## src/rtl/control_unit_seq.sv

```systemverilog
// Sequencer for an add/sub/Booth-multiply/non-restoring-divide datapath: Moore FSM driving a 7-bit control word.
// Optional macro CU_SEQ_DIV0_CHK_EN: op 11 with zero_div=1 jumps from LOAD straight to DONE with err raised.
module control_unit_seq #(
    parameter int N = 32,
    localparam int CNT_W = $clog2(N)
) (
    input  logic             clk,
    input  logic             rst,
    input  logic             bgn,
    input  logic [1:0]       op,
    input  logic [1:0]       booth,
    input  logic             sign,
    input  logic             zero_div,
    output logic [6:0]       c,
    output logic [CNT_W-1:0] cnt,
    output logic             busy,
    output logic             stop,
    output logic             err
);

    typedef enum logic [3:0] {
        IDLE, LOAD, TEST, ADD, SUB, SHIFT, CORR, STORE, DONE
    } state_t;

    state_t     state;
    state_t     nxt;
    logic [1:0] op_q;
    logic       last;

    assign last = (cnt == CNT_W'(N - 1));

    function automatic logic [6:0] dec(input state_t s);
        case (s)
            LOAD:    dec = 7'h01;
            TEST:    dec = 7'h02;
            ADD:     dec = 7'h04;
            SUB:     dec = 7'h0C;
            SHIFT:   dec = 7'h10;
            CORR:    dec = 7'h04;
            STORE:   dec = 7'h20;
            DONE:    dec = 7'h40;
            default: dec = 7'h00;
        endcase
    endfunction

    always_comb begin
        nxt = state;
        case (state)
            IDLE:  if (bgn) nxt = LOAD;
            LOAD: begin
`ifdef CU_SEQ_DIV0_CHK_EN
                if (op_q == 2'b11 && zero_div) nxt = DONE;
                else
`endif
                case (op_q)
                    2'b00:   nxt = ADD;
                    2'b01:   nxt = SUB;
                    default: nxt = TEST;
                endcase
            end
            TEST: begin
                if (op_q == 2'b10) begin
                    case (booth)
                        2'b01:   nxt = ADD;
                        2'b10:   nxt = SUB;
                        default: nxt = SHIFT;
                    endcase
                end else begin
                    nxt = sign ? ADD : SUB;
                end
            end
            // op[1] separates the iterative ops (return to SHIFT) from single-step add/sub
            ADD, SUB: nxt = op_q[1] ? SHIFT : STORE;
            SHIFT: begin
                if (!last)                        nxt = TEST;
                else if (op_q == 2'b11 && sign)   nxt = CORR;
                else                              nxt = STORE;
            end
            CORR:    nxt = STORE;
            STORE:   nxt = DONE;
            DONE:    nxt = IDLE;
            default: nxt = IDLE;
        endcase
    end

`ifndef CU_SEQ_DIV0_CHK_EN
    logic unused_zero_div;
    assign unused_zero_div = zero_div;
    assign err = 1'b0;
`endif

    // Outputs are registered from the next state so they always equal the decode of the state register.
    always_ff @(posedge clk) begin
        if (rst) begin
            state <= IDLE;
            cnt   <= '0;
            op_q  <= 2'b00;
            c     <= 7'h00;
            busy  <= 1'b0;
            stop  <= 1'b0;
`ifdef CU_SEQ_DIV0_CHK_EN
            err   <= 1'b0;
`endif
        end else begin
            state <= nxt;
            c     <= dec(nxt);
            busy  <= (nxt != IDLE);
            stop  <= (nxt == DONE);
`ifdef CU_SEQ_DIV0_CHK_EN
            err   <= (state == LOAD) && (nxt == DONE);
`endif
            if (state == IDLE && bgn) op_q <= op;
            if (state == LOAD)
                cnt <= '0;
            else if (state == SHIFT)
                cnt <= last ? '0 : cnt + 1'b1;
        end
    end

endmodule

```

## config.mk

```make
export PLATFORM = sky130hd
export DESIGN_NAME = control_unit_seq
export DESIGN_NICKNAME = d
export VERILOG_FILES = /design/src/rtl/control_unit_seq.sv
export SDC_FILE = /design/constraint.sdc
export NUM_CORES = 1
export LEC_CHECK = 0
export ABC_AREA = 0
export BUFFER_PORTS_ARGS = -buffer_cell sky130_fd_sc_hd__buf_2
export CORE_AREA = 8 8 58 60
export DETAILED_ROUTE_END_ITERATION = 12
export DIE_AREA = 0 0 66 68
export SLEW_MARGIN = 20
export SYNTH_ARGS = -nofsm -noshare
export SYNTH_HDL_FRONTEND = slang
export SYNTH_SLANG_ARGS = --single-unit
```

## constraint.sdc

```tcl
create_clock -name clk -period 5.31 [get_ports clk]
set_input_delay 0.7965 -clock clk [delete_from_list [all_inputs] [get_ports clk]]
set_output_delay 0.7965 -clock clk [all_outputs]
set_load 0.02 [all_outputs]
```

==> impl_metrics.prom, run 1 <==
# TYPE chip_impl_metric gauge
chip_impl_info{name="status",value="completed"} 1
chip_impl_metric{name="drt_pass1_iterations",unit=""} 4
chip_impl_metric{name="area_used_by_multi_input_combinational_logic",unit="um2"} 524
chip_impl_info{name="crit_path_frequent_cell",value="sky130_fd_sc_hd__ha_1"} 1
chip_impl_info{name="ys.flop_type",value="sky130_fd_sc_hd__dfxtp_1"} 1
chip_impl_info{name="crit_path_start_kind",value="flip-flop"} 1
chip_impl_metric{name="grt.met3_usage",unit="%"} 3.44
chip_impl_metric{name="first_iter_violations",unit=""} 29
chip_impl_metric{name="worst-endpoint-required",unit="ns"} 5.52
chip_impl_metric{name="initial_utilization",unit="%"} 38.8
chip_impl_metric{name="worst_skew_pair.late_latency",unit="ns"} 0.30
chip_impl_metric{name="floorplan.die_area",unit="um2"} 4490
chip_impl_metric{name="yosys.area_share.adder",unit="%"} 2.51
chip_impl_metric{name="boundaryPins",unit=""} 24
chip_impl_info{name="final_common_cell",value="sky130_fd_sc_hd__buf_2"} 1
chip_impl_metric{name="compound_gate_fraction_of_synth_area",unit="%"} 15.6
chip_impl_metric{name="max_cap_violations",unit=""} 0
chip_impl_metric{name="fmax",unit="MHz"} 463
chip_impl_metric{name="layout-drive-gt1-share",unit="%"} 30.1
chip_impl_info{name="worstReg2RegStart",value="cnt[0]"} 1
chip_impl_metric{name="cts_made_buffers",unit=""} 3
chip_impl_info{name="grt-busiest-layer",value="met2"} 1
chip_impl_info{name="layout.cells.most_common_list",value="sky130_fd_sc_hd__buf_2 (21), sky130_fd_sc_hd__dfxtp_1 (20), sky130_fd_sc_hd__nor2_1 (11)"} 1
chip_impl_info{name="rsz0062_at_grt",value="no"} 1
chip_impl_metric{name="sequential_fraction_of_the_synthesis_area",unit="%"} 40.2
chip_impl_metric{name="maxSlewViolCount",unit=""} 0
chip_impl_metric{name="cts_num_sinks",unit=""} 20
chip_impl_metric{name="post-cts-setup-buffer-count",unit=""} 0
chip_impl_metric{name="synth_edf_count",unit=""} 0
chip_impl_metric{name="global_route.usage.met1",unit="%"} 12.2
chip_impl_metric{name="total_congestion_overflow_after_global_routing",unit=""} 0
chip_impl_metric{name="worstPathArrival",unit="ns"} 2.37
chip_impl_info{name="worst_reg2reg_endpoint",value="c[2]"} 1
chip_impl_metric{name="area_growth_from_synthesis_to_layout",unit="%"} 13.7
chip_impl_metric{name="asyncSetResetFlopFracSynth",unit="%"} 0
chip_impl_metric{name="leakagePower",unit="uW"} 0.000476
chip_impl_metric{name="number_of_global_route_vias_before_repair",unit=""} 834
chip_impl_info{name="cts_tree",value="done"} 1
chip_impl_metric{name="met2_usage",unit="%"} 17.1
chip_impl_info{name="hold_path.startpoint",value="cnt[4]"} 1
chip_impl_metric{name="slew_at_the_pin_closest_to_its_max_slew_limit",unit="ns"} 0.755
chip_impl_metric{name="final_hold_viol_count",unit=""} 0
chip_impl_metric{name="synth_cell_types",unit=""} 41
chip_impl_metric{name="ctsResizeCount",unit=""} 0
chip_impl_metric{name="total_area_of_sequential_cells",unit="um2"} 400
chip_impl_metric{name="timing.max_slew.rel_slack",unit="%"} 49.4
chip_impl_metric{name="detail_route.wirelength",unit="um"} 2100
chip_impl_metric{name="setup_total_negative_slack",unit="ns"} 0
chip_impl_metric{name="yosys.area_share.xor_xnor",unit="%"} 2.64
chip_impl_info{name="critPathSlowestCell",value="sky130_fd_sc_hd__a211oi_1"} 1
chip_impl_metric{name="total_grt_usage",unit="%"} 10.4
chip_impl_metric{name="placementRows",unit=""} 19
chip_impl_metric{name="h-tree-depth",unit=""} 1
chip_impl_metric{name="crit_path_max_incr_delay",unit="ns"} 0.67
chip_impl_metric{name="route.detailed.vias_per_inst",unit=""} 5.26
chip_impl_metric{name="antenna_found_initial",unit=""} 0
chip_impl_info{name="synth_top_family_by_area",value="simple AND/OR/NAND/NOR gates"} 1
chip_impl_metric{name="grt_start_max_net_pins",unit=""} 18
chip_impl_metric{name="clockBufferDepth",unit=""} 2
chip_impl_metric{name="tcrit_tclk_final",unit="%"} 40.7
chip_impl_metric{name="postSynthCellCount",unit=""} 105
chip_impl_metric{name="coreArea",unit="um2"} 2570
chip_impl_metric{name="post-layout-total-power",unit="uW"} 594
chip_impl_metric{name="place.port_buffers",unit=""} 21
chip_impl_info{name="cell_by_cell_listing_of_the_critical_path",value="ha_1 -> and3_1 -> ha_1 -> nand2_1 -> o31ai_1 -> a211oi_1 -> nor3b_2 -> o21a_1"} 1
chip_impl_metric{name="power.density",unit="nW/um2"} 525
chip_impl_metric{name="post_synth.cell_area_avg",unit="um2"} 9.49
chip_impl_metric{name="post_synth_and_or_nand_nor_area_fraction",unit="%"} 28.5
chip_impl_info{name="hold_path.class",value="flip-flop to flip-flop"} 1
chip_impl_metric{name="skew",unit="ns"} 0.00406
chip_impl_metric{name="drc_errors",unit=""} 0
chip_impl_metric{name="clkTransAtPathRegs",unit="ns"} 0.12
chip_impl_info{name="root_buffer",value="sky130_fd_sc_hd__clkbuf_4"} 1
chip_impl_metric{name="drt.antenna.violating_nets",unit=""} 0
chip_impl_metric{name="synth_fp_nets",unit=""} 116
chip_impl_metric{name="dieWidth",unit="um"} 66
chip_impl_metric{name="setup.reg_to_reg.worst_slack",unit="ns"} 3.15
chip_impl_metric{name="post_drt_wl_per_cell",unit="um"} 13.6
chip_impl_metric{name="die_height",unit="um"} 68
chip_impl_metric{name="cts-hold-fix-buffers",unit=""} 0
chip_impl_metric{name="gp_weighted_congestion",unit=""} 0.877
chip_impl_metric{name="worst_hold_path.num_cells",unit=""} 2
chip_impl_metric{name="yosysWarningCount",unit=""} 0
chip_impl_metric{name="ys_ff_latch",unit=""} 20
chip_impl_metric{name="crit_path_max_fanout",unit=""} 5
chip_impl_metric{name="ff2ff_path_depth",unit=""} 8
chip_impl_metric{name="final.fill_count",unit=""} 262
chip_impl_metric{name="final_net_count",unit=""} 135
chip_impl_metric{name="global_route_wire_length_before_repair",unit="um"} 3740
chip_impl_metric{name="antennaDiodeCount",unit=""} 0
chip_impl_metric{name="route.vias.total",unit=""} 810
chip_impl_metric{name="multiplexer_share_of_the_synthesized_area",unit="%"} 3.02
chip_impl_metric{name="max-vdd-ir-drop",unit="uV"} 254
chip_impl_info{name="setup.worst_path.end_class",value="flip-flop"} 1
chip_impl_metric{name="synth_area",unit="um2"} 996
chip_impl_info{name="worst-setup-path-type",value="flip-flop to flip-flop"} 1
chip_impl_metric{name="finalWorstPathRequiredPeriod",unit="ns"} 2.16
chip_impl_metric{name="dp.final_hpwl",unit="um"} 1630
chip_impl_metric{name="finalSetupViolations",unit=""} 0
chip_impl_info{name="hold_path_end",value="cnt[4]"} 1
==> cell usage after synthesis (2+ instances only) <==
master / instances / area, um2
sky130_fd_sc_hd__a21oi_1: 4 / 20.0
sky130_fd_sc_hd__a31oi_1: 2 / 12.5
sky130_fd_sc_hd__and3_1: 2 / 12.5
sky130_fd_sc_hd__buf_4: 3 / 22.5
sky130_fd_sc_hd__buf_6: 3 / 33.8
sky130_fd_sc_hd__dfxtp_1: 20 / 400
sky130_fd_sc_hd__ha_1: 2 / 25.0
sky130_fd_sc_hd__inv_1: 3 / 11.3
sky130_fd_sc_hd__mux2i_1: 3 / 30.0
sky130_fd_sc_hd__nand2_1: 7 / 26.3
sky130_fd_sc_hd__nand3_1: 4 / 20.0
sky130_fd_sc_hd__nand4_1: 2 / 12.5
sky130_fd_sc_hd__nor2_1: 11 / 41.3
sky130_fd_sc_hd__nor3_1: 6 / 30.0
sky130_fd_sc_hd__nor4_1: 4 / 25.0
sky130_fd_sc_hd__o21a_1: 2 / 15.0
sky130_fd_sc_hd__o21ai_0: 2 / 10.0
sky130_fd_sc_hd__xor2_1: 2 / 17.5
==> critical path, delay by kind of cell (launching register included) <==
family	cells	cell delay, ns
AOI/OAI and AO/OA	3	0.95
DFF	1	0.37
and+or+nand+nor	3	0.33
adders and majority gates	2	0.40
==> metrics by stage <==
step | utilization, % | hold WS [ns] | area [um2] | cells | setup WS, ns
after floorplan | - | 0.553 | 996 | 105 | 3.29
after global placement | 42.1 | 0.490 | 1080 | 150 | 3.03
after detailed placement | 42.1 | 0.495 | 1080 | 150 | 2.98
after CTS | 44.1 | 0.512 | 1130 | 154 | 3.11
after global routing | 44.1 | 0.539 | 1130 | 154 | 2.95
final | 44.1 | 0.500 | 1130 | 154 | 3.15
==> state kept, by name, indices dropped and copies added (netlist names) <==
signal	cells
busy	1
c	7
cnt	5
op_q	2
state	4
stop	1
==> layout make-up <==
cell class                      instances  area share, %
Timing Repair Buffer                   21           9.28
Multi-Input combinational cell         75           46.3
Sequential cell                        20           35.4
Clock inverter                          1           2.65
Tap cell                               31           3.43
Clock buffer                            3           1.99
Inverter                                3          0.994
==> kinds of logic (layout without fill, tap and decap cells) <==
logic type / after synthesis / count (layout)
AO/OA/AOI/OAI: 19 / 19
XOR/XNOR: 3 / 3
adder cells (fa/ha/maj): 2 / 2
buffers and inverters: 10 / 28
flip-flops: 20 / 20
multiplexers: 3 / 3
other: 1 / 1
AND/OR/NAND/NOR: 47 / 47
==> where the power goes <==
group,internal [uW],switching (uW),total [uW]
registers,179,38.6,217
clock network,76.3,48.5,125
logic,107,145,252
==> how the worst max path moves through the flow <==
stage,start,end,cells past startpoint
global route,cnt[0],c[2],8
CTS,cnt[0],c[2],8
detailed placement,booth[0],c[2],6
finish,cnt[0],c[2],8
floorplan,cnt[0],busy,8
global placement,booth[0],c[2],6
==> metal layers <==
metal	vias up	share of wire, %
met5	-	0
met4	0	1.7
met3	6	6.3
met2	18	47
met1	371	45
li1	415	-
Power figures use the tool's default switching activity.
==> run 2: changes to the inputs <==
--- a/config.mk
+++ b/config.mk
@@ -10,6 +10,7 @@
 export CORE_AREA = 8 8 58 60
 export DETAILED_ROUTE_END_ITERATION = 12
 export DIE_AREA = 0 0 66 68
+export PLACE_DENSITY = 0.66
 export SLEW_MARGIN = 20
 export SYNTH_ARGS = -nofsm -noshare
 export SYNTH_HDL_FRONTEND = slang
==> constraint.sdc (replaced) <==
create_clock -name clk -period 1.81 [get_ports clk]
set_input_delay 0.2715 -clock clk [delete_from_list [all_inputs] [get_ports clk]]
set_output_delay 0.2715 -clock clk [all_outputs]
set_load 0.02 [all_outputs]
==> run 2 against run 1 <==
Against the previous run:
- the flow now finishes with violations (setup timing)
- final cell count is 13% higher
- clock power is 150% higher
- via count is 9.1% higher
- largest cell class unchanged
==> impl_metrics.prom, run 2 (synthesis results as in run 1) <==
# TYPE chip_impl_metric gauge
chip_impl_metric{name="power.density",unit="nW/um2"} 1480
chip_impl_metric{name="route.vias.total",unit=""} 884
chip_impl_metric{name="clockBufferDepth",unit=""} 2
chip_impl_info{name="cell_by_cell_listing_of_the_critical_path",value="ha_4 -> and3_4 -> ha_4 -> and2_4 -> a311o_2 -> a31oi_4 -> o311a_4 -> a21oi_2"} 1
chip_impl_metric{name="cts_made_buffers",unit=""} 3
chip_impl_info{name="final_common_cell",value="sky130_fd_sc_hd__buf_2"} 1
chip_impl_info{name="failing_checks",value="setup timing"} 1
chip_impl_metric{name="crit_path_max_incr_delay",unit="ns"} 0.37
chip_impl_metric{name="largest_reg_flops",unit=""} 7
chip_impl_info{name="worst-setup-path-type",value="flip-flop to flip-flop"} 1
chip_impl_metric{name="post-layout-total-power",unit="uW"} 2000
chip_impl_metric{name="worst_hold_path.num_cells",unit=""} 3
chip_impl_info{name="root_buffer",value="sky130_fd_sc_hd__clkbuf_4"} 1
chip_impl_metric{name="boundaryPins",unit=""} 24
chip_impl_metric{name="floorplan.die_area",unit="um2"} 4490
chip_impl_info{name="critPathSlowestCell",value="sky130_fd_sc_hd__dfxtp_4"} 1
chip_impl_metric{name="intPower",unit="uW"} 1220
chip_impl_metric{name="max_cap_violations",unit=""} 0
chip_impl_info{name="reg_top3",value="c (7), cnt (5), state (4)"} 1
chip_impl_metric{name="finalSetupViolations",unit=""} 6
chip_impl_metric{name="grt_start_max_net_pins",unit=""} 18
chip_impl_metric{name="initial_utilization",unit="%"} 38.8
chip_impl_metric{name="gp_weighted_congestion",unit=""} 0.747
chip_impl_metric{name="finalWorstPathRequiredPeriod",unit="ns"} 1.90
chip_impl_metric{name="cp.buffers_inverters",unit=""} 0
chip_impl_metric{name="skew",unit="ns"} 0.00423
chip_impl_metric{name="place.port_buffers",unit=""} 21
chip_impl_metric{name="comb_power_share",unit="%"} 54.6
chip_impl_metric{name="power_switching",unit="uW"} 776
chip_impl_metric{name="cts_num_sinks",unit=""} 20
chip_impl_metric{name="drt.antenna.violating_nets",unit=""} 0
chip_impl_metric{name="post_drt_wl_per_cell",unit="um"} 14.0
chip_impl_metric{name="first_iter_violations",unit=""} 20
chip_impl_metric{name="maxSlewViolCount",unit=""} 0
chip_impl_metric{name="antenna_found_initial",unit=""} 0
chip_impl_metric{name="fmax",unit="MHz"} 526
chip_impl_metric{name="max-vdd-ir-drop",unit="uV"} 877
chip_impl_metric{name="number_of_global_route_vias_before_repair",unit=""} 923
chip_impl_metric{name="cts-hold-fix-buffers",unit=""} 0
chip_impl_info{name="status",value="finished, violations left"} 1
chip_impl_metric{name="setup_total_negative_slack",unit="ns"} -0.311
chip_impl_metric{name="h-tree-depth",unit=""} 1
chip_impl_metric{name="total_grt_usage",unit="%"} 10.9
chip_impl_metric{name="switching_share",unit="%"} 38.8
chip_impl_metric{name="drt_pass1_iterations",unit=""} 4
chip_impl_info{name="layout.cells.most_common_list",value="sky130_fd_sc_hd__buf_2 (21), sky130_fd_sc_hd__buf_4 (19), sky130_fd_sc_hd__dfxtp_1 (18)"} 1
chip_impl_metric{name="crit_path_max_fanout",unit=""} 7
chip_impl_metric{name="clkTransAtPathRegs",unit="ns"} 0.12
chip_impl_metric{name="area_growth_from_synthesis_to_layout",unit="%"} 36.1
chip_impl_metric{name="final_hold_viol_count",unit=""} 0
chip_impl_metric{name="tcrit_tclk_final",unit="%"} 105
chip_impl_metric{name="drc_errors",unit=""} 0
chip_impl_metric{name="dp_worst_setup_slack",unit="ns"} -0.158
chip_impl_metric{name="final_net_count",unit=""} 155
chip_impl_metric{name="dieWidth",unit="um"} 66
chip_impl_metric{name="route.detailed.vias_per_inst",unit=""} 5.08
chip_impl_metric{name="total_congestion_overflow_after_global_routing",unit=""} 0
chip_impl_info{name="hold_path.class",value="input port to flip-flop"} 1
chip_impl_metric{name="coreArea",unit="um2"} 2570
chip_impl_metric{name="dp.final_hpwl",unit="um"} 1900
chip_impl_info{name="cts_tree",value="done"} 1
chip_impl_metric{name="antennaDiodeCount",unit=""} 0
chip_impl_metric{name="finalWorstSetupSlack",unit="ns"} -0.0914
chip_impl_metric{name="power.share.clock",unit="%"} 15.4
chip_impl_metric{name="ff2ff_path_depth",unit=""} 8
chip_impl_metric{name="power_frac_seq",unit="%"} 30.0
chip_impl_metric{name="worst_skew_pair.late_latency",unit="ns"} 0.30
chip_impl_metric{name="detail_route.wirelength",unit="um"} 2430
chip_impl_metric{name="leakagePower",unit="uW"} 0.000581
chip_impl_metric{name="post-route-util",unit="%"} 52.8
chip_impl_info{name="critPathTopFamily",value="compound AO/OA/AOI/OAI gates"} 1
chip_impl_info{name="rsz0062_at_grt",value="yes"} 1
chip_impl_metric{name="worst-endpoint-required",unit="ns"} 2.00
chip_impl_metric{name="layout-drive-gt1-share",unit="%"} 46.9
chip_impl_info{name="crit_path_frequent_cell",value="sky130_fd_sc_hd__ha_4"} 1
chip_impl_info{name="crit_path_start_kind",value="flip-flop"} 1
chip_impl_info{name="setup.worst_path.end_class",value="flip-flop"} 1
chip_impl_metric{name="worstPathArrival",unit="ns"} 2.09
chip_impl_metric{name="die_height",unit="um"} 68
chip_impl_metric{name="placementRows",unit=""} 19
chip_impl_metric{name="global_route_wire_length_before_repair",unit="um"} 3890
chip_impl_metric{name="path_depth",unit=""} 8
chip_impl_info{name="top_register",value="c"} 1
chip_impl_metric{name="final.fill_count",unit=""} 253
run 2: cell types whose count changed in the layout (fill, tap and decap cells not counted), sizes merged:
| cell | before | now |
|---|---|---|
| buf | 21 | 41 |
| bufinv | 1 | 0 |
| clkbuf | 3 | 4 |
run 2: worst register-to-register path, delay by kind of cell, from the launching register on:
kind	cells	cell delay (ns)
and+or+nand+nor	2	0.28
adders and majority gates	2	0.30
DFF	1	0.37
AOI/OAI and AO/OA	4	0.83
run 2: power groups by stage:
stage	Clock, uW	Combinational (uW)	Sequential [uW]
after floorplan	0	680	627
after global placement	0	979	599
after detailed placement	0	1000	604
after CTS	317	1060	597
after global routing	348	1170	610
final	308	1090	599
run 2: area by class of cell:
cell class | instances | area [um2] | share of cell area, %
Multi-Input combinational cell | 75 | 591 | 43.6
Sequential cell | 20 | 408 | 30.1
Timing Repair Buffer | 41 | 259 | 19.1
Clock buffer | 4 | 47.5 | 3.51
Tap cell | 31 | 38.8 | 2.86
Inverter | 3 | 11.3 | 0.831
run 2: metrics by stage:
step                std cells  instance area (um2)  hold WS [ns]
CTS                       174                 1340         0.198
detailed placement        168                 1260         0.515
global placement          168                 1260         0.506
finish                    174                 1360         0.201
global route              174                 1360         0.223
floorplan                 105                 1040         0.415
run 2: routing by layer:
layer  wire [um]  part of all wire, %  global-route usage, %
met1         999                   41                   12.0
met2        1240                   51                   19.5
met3         159                  6.5                   3.60
met4          30                  1.2                   3.47
met5           0                    0                      0
run 2: final timing paths:
path	start	to	slack [ns]
worst min-delay path	op[0]	op_q[0]	0.20
worst min register to register	cnt[4]	cnt[4]	0.55
worst max-delay path	cnt[0]	busy	-0.09
worst max register to register	cnt[0]	busy	-0.09
run 2: what timing repair did:
action	in CTS	in global routing
resized for setup	3	4
pin swaps	6	1
setup buffers	2	1
setup endpoints to repair	6	7
